<file path="src/rtl/demux_deser_pkg.sv">
// Shared constants, output FSM states and the round-robin picker for the
// demux channel deserializer.
package demux_deser_pkg;

    localparam int unsigned NUM_CH = 4;
    localparam int unsigned SEL_W  = 2;

    typedef enum logic {
        ST_IDLE,
        ST_SEND
    } state_t;

    // Returns {found, channel}: the first requesting channel strictly after 'last', wrapping.
    function automatic logic [SEL_W:0] rr_pick(input logic [NUM_CH-1:0] req,
                                               input logic [SEL_W-1:0]  last);
        logic             found;
        logic [SEL_W-1:0] idx;
        logic [SEL_W-1:0] sel;
        found = 1'b0;
        sel   = '0;
        for (int unsigned k = 1; k <= NUM_CH; k++) begin
            idx = last + SEL_W'(k);
            if (!found && req[idx]) begin
                found = 1'b1;
                sel   = idx;
            end
        end
        return {found, sel};
    endfunction

endpackage

</file>
<file path="src/rtl/demux_chan_deserializer_if.sv">
// Bit-stream input and word output bundle of the demux channel deserializer.
interface demux_chan_deserializer_if #(
    parameter int unsigned WIDTH = 8
);
    logic [3:0]       Yin;
    logic [1:0]       S;
    logic             Vin;
    logic             Flush;
    logic [WIDTH-1:0] Dout;
    logic [1:0]       Ch;
    logic             Vout;
    logic             Rdy;
    logic [3:0]       Ovf;

    modport master (
        output Yin, S, Vin, Flush, Rdy,
        input  Dout, Ch, Vout, Ovf
    );

    modport slave (
        input  Yin, S, Vin, Flush, Rdy,
        output Dout, Ch, Vout, Ovf
    );
endinterface

</file>
<file path="src/rtl/demux_chan_deserializer_slice.sv">
// One channel: MSB-first shift register, bit counter, single-word hold buffer
// and sticky overflow flag.
module demux_chan_slice #(
    parameter int unsigned WIDTH = 8
) (
    input  logic             i_clk,
    input  logic             i_rst,
    input  logic             i_bit,
    input  logic             i_strobe,
    input  logic             i_flush,
    input  logic             i_drain,
    output logic [WIDTH-1:0] o_word,
    output logic             o_hold_v,
    output logic             o_ovf
);
    localparam int unsigned CNT_W = $clog2(WIDTH);

    logic [WIDTH-2:0] r_sh;
    logic [CNT_W-1:0] r_cnt;
    logic [WIDTH-1:0] r_hold;
    logic             r_hold_v;
    logic             r_ovf;
    logic [WIDTH-1:0] w_shifted;
    logic             w_done;

    assign w_shifted = {r_sh, i_bit};
    assign w_done    = i_strobe && !i_flush && (r_cnt == CNT_W'(WIDTH - 1));

    always_ff @(posedge i_clk or posedge i_rst) begin
        if (i_rst) begin
            r_sh  <= '0;
            r_cnt <= '0;
        end else if (i_flush) begin
            r_sh  <= '0;
            r_cnt <= '0;
        end else if (i_strobe) begin
            r_sh  <= w_shifted[WIDTH-2:0];
            r_cnt <= w_done ? '0 : r_cnt + CNT_W'(1);
        end
    end

    // A drain in the same cycle frees the buffer for the word completing now.
    always_ff @(posedge i_clk or posedge i_rst) begin
        if (i_rst) begin
            r_hold   <= '0;
            r_hold_v <= 1'b0;
            r_ovf    <= 1'b0;
        end else begin
            if (w_done && (!r_hold_v || i_drain)) begin
                r_hold   <= w_shifted;
                r_hold_v <= 1'b1;
            end else if (i_drain) begin
                r_hold_v <= 1'b0;
            end
            if (w_done && r_hold_v && !i_drain)
                r_ovf <= 1'b1;
        end
    end

    assign o_word   = r_hold;
    assign o_hold_v = r_hold_v;
    assign o_ovf    = r_ovf;
endmodule

</file>
<file path="src/rtl/demux_chan_deserializer.sv">
// Four per-channel word assemblers feeding one valid/ready output port,
// arbitrated round-robin.
module demux_chan_deserializer
    import demux_deser_pkg::*;
#(
    parameter int unsigned WIDTH = 8
) (
    input logic Clk,
    input logic Rst,
    demux_chan_deserializer_if.slave bus
);
    logic [WIDTH-1:0]  w_word [NUM_CH];
    logic [NUM_CH-1:0] w_hold_v;
    logic [NUM_CH-1:0] w_ovf;
    logic [NUM_CH-1:0] w_drain;
    logic              w_bit;
    logic              w_found;
    logic [SEL_W-1:0]  w_pick;
    logic              w_load;
    state_t            r_state;
    state_t            w_next;
    logic [WIDTH-1:0]  r_dout;
    logic [SEL_W-1:0]  r_ch;
    logic [SEL_W-1:0]  r_rr;

    assign w_bit = bus.Yin[bus.S];

    for (genvar i = 0; i < NUM_CH; i++) begin : g_slice
        demux_chan_slice #(.WIDTH(WIDTH)) u_slice (
            .i_clk    (Clk),
            .i_rst    (Rst),
            .i_bit    (w_bit),
            .i_strobe (bus.Vin && (bus.S == SEL_W'(i))),
            .i_flush  (bus.Flush),
            .i_drain  (w_drain[i]),
            .o_word   (w_word[i]),
            .o_hold_v (w_hold_v[i]),
            .o_ovf    (w_ovf[i])
        );
    end

    // In SEND a new word is loaded only when the current one is being accepted.
    always_comb begin
        {w_found, w_pick} = rr_pick(w_hold_v, r_rr);
        w_load  = w_found && ((r_state == ST_IDLE) || bus.Rdy);
        w_drain = '0;
        if (w_load)
            w_drain[w_pick] = 1'b1;
        w_next = r_state;
        case (r_state)
            ST_IDLE: if (w_found) w_next = ST_SEND;
            ST_SEND: if (bus.Rdy && !w_found) w_next = ST_IDLE;
            default: w_next = ST_IDLE;
        endcase
    end

    always_ff @(posedge Clk or posedge Rst) begin
        if (Rst)
            r_state <= ST_IDLE;
        else
            r_state <= w_next;
    end

    always_ff @(posedge Clk or posedge Rst) begin
        if (Rst) begin
            r_dout <= '0;
            r_ch   <= '0;
            r_rr   <= SEL_W'(NUM_CH - 1);
        end else if (w_load) begin
            r_dout <= w_word[w_pick];
            r_ch   <= w_pick;
            r_rr   <= w_pick;
        end
    end

    assign bus.Dout = r_dout;
    assign bus.Ch   = r_ch;
    assign bus.Vout = (r_state == ST_SEND);
    assign bus.Ovf  = w_ovf;
endmodule

</file>
<file path="src/flat_wrapper.sv">
// flat-port wrapper written by rule: the top's interface ports become plain ports
module demux_chan_deserializer_flat import demux_deser_pkg::*;
#(
    parameter int unsigned WIDTH = 8
)
  (Clk, Rst, bus_Yin, bus_S, bus_Vin, bus_Flush, bus_Rdy, bus_Dout, bus_Ch, bus_Vout, bus_Ovf);
  demux_chan_deserializer_if #(.WIDTH(WIDTH)) bus_i ();
  input logic Clk;
  input logic Rst;
  input wire logic [$bits(bus_i.Yin)-1:0] bus_Yin;
  input wire logic [$bits(bus_i.S)-1:0] bus_S;
  input wire logic [$bits(bus_i.Vin)-1:0] bus_Vin;
  input wire logic [$bits(bus_i.Flush)-1:0] bus_Flush;
  input wire logic [$bits(bus_i.Rdy)-1:0] bus_Rdy;
  output wire logic [$bits(bus_i.Dout)-1:0] bus_Dout;
  output wire logic [$bits(bus_i.Ch)-1:0] bus_Ch;
  output wire logic [$bits(bus_i.Vout)-1:0] bus_Vout;
  output wire logic [$bits(bus_i.Ovf)-1:0] bus_Ovf;
  assign bus_i.Yin = bus_Yin;
  assign bus_i.S = bus_S;
  assign bus_i.Vin = bus_Vin;
  assign bus_i.Flush = bus_Flush;
  assign bus_i.Rdy = bus_Rdy;
  assign bus_Dout = bus_i.Dout;
  assign bus_Ch = bus_i.Ch;
  assign bus_Vout = bus_i.Vout;
  assign bus_Ovf = bus_i.Ovf;
  demux_chan_deserializer #(.WIDTH(WIDTH)) u_core (.Clk(Clk), .Rst(Rst), .bus(bus_i));
endmodule
</file>
<file path="config.mk">
export PLATFORM = sky130hd
export DESIGN_NAME = demux_chan_deserializer_flat
export DESIGN_NICKNAME = d
export VERILOG_FILES = /design/src/rtl/demux_deser_pkg.sv /design/src/rtl/demux_chan_deserializer_if.sv /design/src/rtl/demux_chan_deserializer_slice.sv /design/src/rtl/demux_chan_deserializer.sv /design/src/flat_wrapper.sv
export SDC_FILE = /design/constraint.sdc
export NUM_CORES = 1
export LEC_CHECK = 0
export BUFFER_PORTS_ARGS = -buffer_cell sky130_fd_sc_hd__buf_2
export CORE_ASPECT_RATIO = 1.4
export CORE_MARGIN = 2
export CORE_UTILIZATION = 30
export DETAILED_ROUTE_END_ITERATION = 8
export PLACE_DENSITY_LB_ADDON = 0.25
export RECOVER_POWER = 25
export SYNTH_ARGS = -nofsm -noshare
export SYNTH_HDL_FRONTEND = slang
export SYNTH_SLANG_ARGS = --single-unit
export TNS_END_PERCENT = 10
</file>
<file path="constraint.sdc">
create_clock -name Clk -period 2.8 [get_ports Clk]
set_input_delay 0.42 -clock Clk [delete_from_list [all_inputs] [get_ports Clk]]
set_output_delay 0.42 -clock Clk [all_outputs]
set_load 0.02 [all_outputs]
</file>
==> results.md <==
* Register Area at 2330 sq um
* Critical path data required time at 3020 ps
* Gpl congestion at 0.738
* #FFs+latches synth at 93
* Synth warn at 0
* Final wirelength at 9510 um
* Drt pass-1 iters at 4
* Pins Over Slew Limit at 0
* Vias in the first global route at about 3k
* CTS buffer count at 9
* Most frequent cells in the layout: dfrtp_1 (91), nand2_1 (67), a21oi_1 (40)
* Starting Density at between 30 and 40%
* Die width at 106 um
* Worst R2R Start: u_core.g_slice[3].u_slice.o_hold_v
* Crit path max fanout at 20
* CP arrival at 2550 ps
* Unique masters post-synth at 42
* Fmax at between 400 and 500 MHz
* Hold crit path type: input pin to async pin
* EDFF count, synth at 0
* Setup TNS at 0 ps
* Fillers at 1471
* Crit Path Class: flop to flop
* Critical Path Sink: u_core.g_slice[3].u_slice.o_word[1]
* WL/cell at 15.8 um
* Fin. Hold Viols at 0
* CTS Hold Bufs at 0
* H-Tree Level Count at 3
* DRC viols at 0
* Initial antenna violation count at 0
* Leading cell type in the layout, fill and taps excluded: dfrtp_1
* Post-CTS sizing at 0
* # setup viols final at 0
* CTS tree: built
* Gr usage total at between 10% and 20%
* Row count at 52
* Via count at around 2.9k
* P&R area growth vs syn at 13.8%
* Clk sinks at 93
* Status: completed
* Worst setup startpoint: u_core.g_slice[3].u_slice.o_hold_v
* Crit. End Element: flop
* Clk slew on worst S/H paths at 60 ps
* R2R cell count at 6
* Final period utilization at 82.9%
* # diodes at 0
* Largest net degree at the start of global routing at 41
* Grt ovf at 0
* Port bufs at 25
* Startpoint Class: flop
* Leak at 0.00228 uW
* Synthesized Nets at 411
* 1st-iter DRT viols at 137
* I/O pin total at 26
* FF-to-FF End: u_core.g_slice[3].u_slice.o_word[1]
* R2R Setup Slk at about 480 ps
* P per Cell Area at 545 nW/um^2
* DIE AREA at around 16000 sq um
* Skew-Pair Late Insertion Delay at between 300 and 400 ps
* First-pass GRT wire length at 16000 um
* Syn Area/Cell at 11.1 sq um
* Post-CTS setup buffers at 0
* Root Buffer: clkbuf_16
* Nets at between 400 and 500
* Dpl ws at around 400 ps
* RSZ-0062 raised after global routing: no
* Fraction of registers with async set/reset at 100%
* Seq/Total Area, Yosys at 53.4%
* Die H at 147 um
* Area taken by multi-input logic gates at 1890 sq um
* Post-route antenna net violation count at 0
* Post-synthesis cell count at between 300 and 400
* Final Skew at 4.44 ps
* Slew HR at 3.09%
* Maxcap violations at 0
* Core area at 14300 sq um
* Top_reg_cell synth: dfrtp_1
* Layout cells sized above 1 at 21.9%
* Clk buf depth at 2
* Actual slew at the worst max-slew pin at 1450 ps
* VDD IR-drop max at 242 uV
* Final min period at 2320 ps
* Hpwl dp at 6970 um
* Vias per cell at 4.79
* Synth Cell Area at about 4400 sq um
* PnR worst setup slack at 478 ps
stage by stage:
step | cells | utilization, % | hold slack (ps) | total power, uW | cell area (sq um)
after floorplan | 392 | - | 444 | 1440 | 4370
after global placement | 588 | 32.6 | 457 | 1480 | 4670
after detailed placement | 588 | 32.6 | 462 | 1480 | 4670
after CTS | 604 | 34.8 | 232 | 2750 | 4980
after global routing | 604 | 34.7 | 484 | 2810 | 4970
final | 604 | 34.7 | 402 | 2710 | 4970
worst min path at each step:
| stage | endpoint | cells past startpoint |
|---|---|---|
| floorplan | u_core.g_slice[0].u_slice.o_ovf | 1 |
| global placement | u_core.bus.Ch[1] | 2 |
| detailed placement | u_core.bus.Ch[1] | 2 |
| CTS | u_core.g_slice[0].u_slice.r_sh[3] | 2 |
| global route | u_core.bus.Vout | 3 |
| finish | u_core.g_slice[0].u_slice.r_cnt[0] | 2 |
kinds of logic after synthesis:
group,Yosys count,synth area share (%)
fa+ha+maj,8,2.29
compound gates,66,11.0
simple gates,145,15.3
mux,52,14.7
flops,93,53.4
buf+inv,28,3.33
sequential cells by signal, indices dropped and copies added, names as in the netlist:
| register | cells |
|---|---|
| u_core.g_slice.u_slice.o_hold_v | 4 |
| u_core.bus.Vout | 1 |
| u_core.g_slice.u_slice.o_word | 32 |
| u_core.g_slice.u_slice.r_sh | 28 |
| u_core.r_rr | 2 |
| u_core.g_slice.u_slice.r_cnt | 12 |
| u_core.bus.Ch | 2 |
| u_core.g_slice.u_slice.o_ovf | 4 |
| u_core.bus.Dout | 8 |
cell type report:
class	count	share of cell area, %
flip-flops and latches	93	46.9
multi-input cells	271	38.1
clock buffers	12	5.37
well taps	189	4.76
repair buffers	34	3.83
clock inverters	4	0.907
inverters	1	0.101
synth_stat cells, drive strengths merged (2+ instances only):
| cell | number | area share [%] |
|---|---|---|
| a21oi | 43 | 5.7 |
| buf | 10 | 1.8 |
| clkbuf | 17 | 1.5 |
| dfrtp | 91 | 52 |
| dfstp | 2 | 1.2 |
| ha | 8 | 2.3 |
| mux2 | 40 | 12 |
| mux2i | 11 | 2.5 |
| nand2 | 67 | 5.8 |
| nand2b | 3 | 0.43 |
| nand3 | 34 | 3.9 |
| nand3b | 2 | 0.34 |
| nor2 | 17 | 1.5 |
| nor2b | 4 | 0.57 |
| nor3 | 8 | 1.0 |
| nor3b | 3 | 0.52 |
| o211ai | 8 | 1.4 |
| o21ai | 4 | 0.54 |
| o21bai | 4 | 0.69 |
| or3 | 2 | 0.40 |
report_power, final:
group	internal [uW]	leakage, uW	switching, uW	total, uW
clock network	760	0.000158	500	1260
logic	22.4	0.000837	71.6	94.0
registers	1350	0.00128	4.97	1350
total	2130	0.00228	576	2710
critical path, stage by stage (launching register included):
cell and delay, ps:
dfrtp_1 570, nor2_1 140, nor3_1 440, nor3_2 90, buf_4 260, o22ai_4 360
mux2_4 340
metal layers:
| layer | global-route usage (%) | vias to the layer above | wire, um |
|---|---|---|---|
| li1 | - | 1410 | - |
| met1 | 15.8 | 1434 | 4030 |
| met2 | 23.5 | 42 | 5080 |
| met3 | 2.48 | 10 | 241 |
| met4 | 5.20 | 0 | 161 |
| met5 | 0 | - | 0 |
Note: power is estimated with default switching activity, not from simulation.
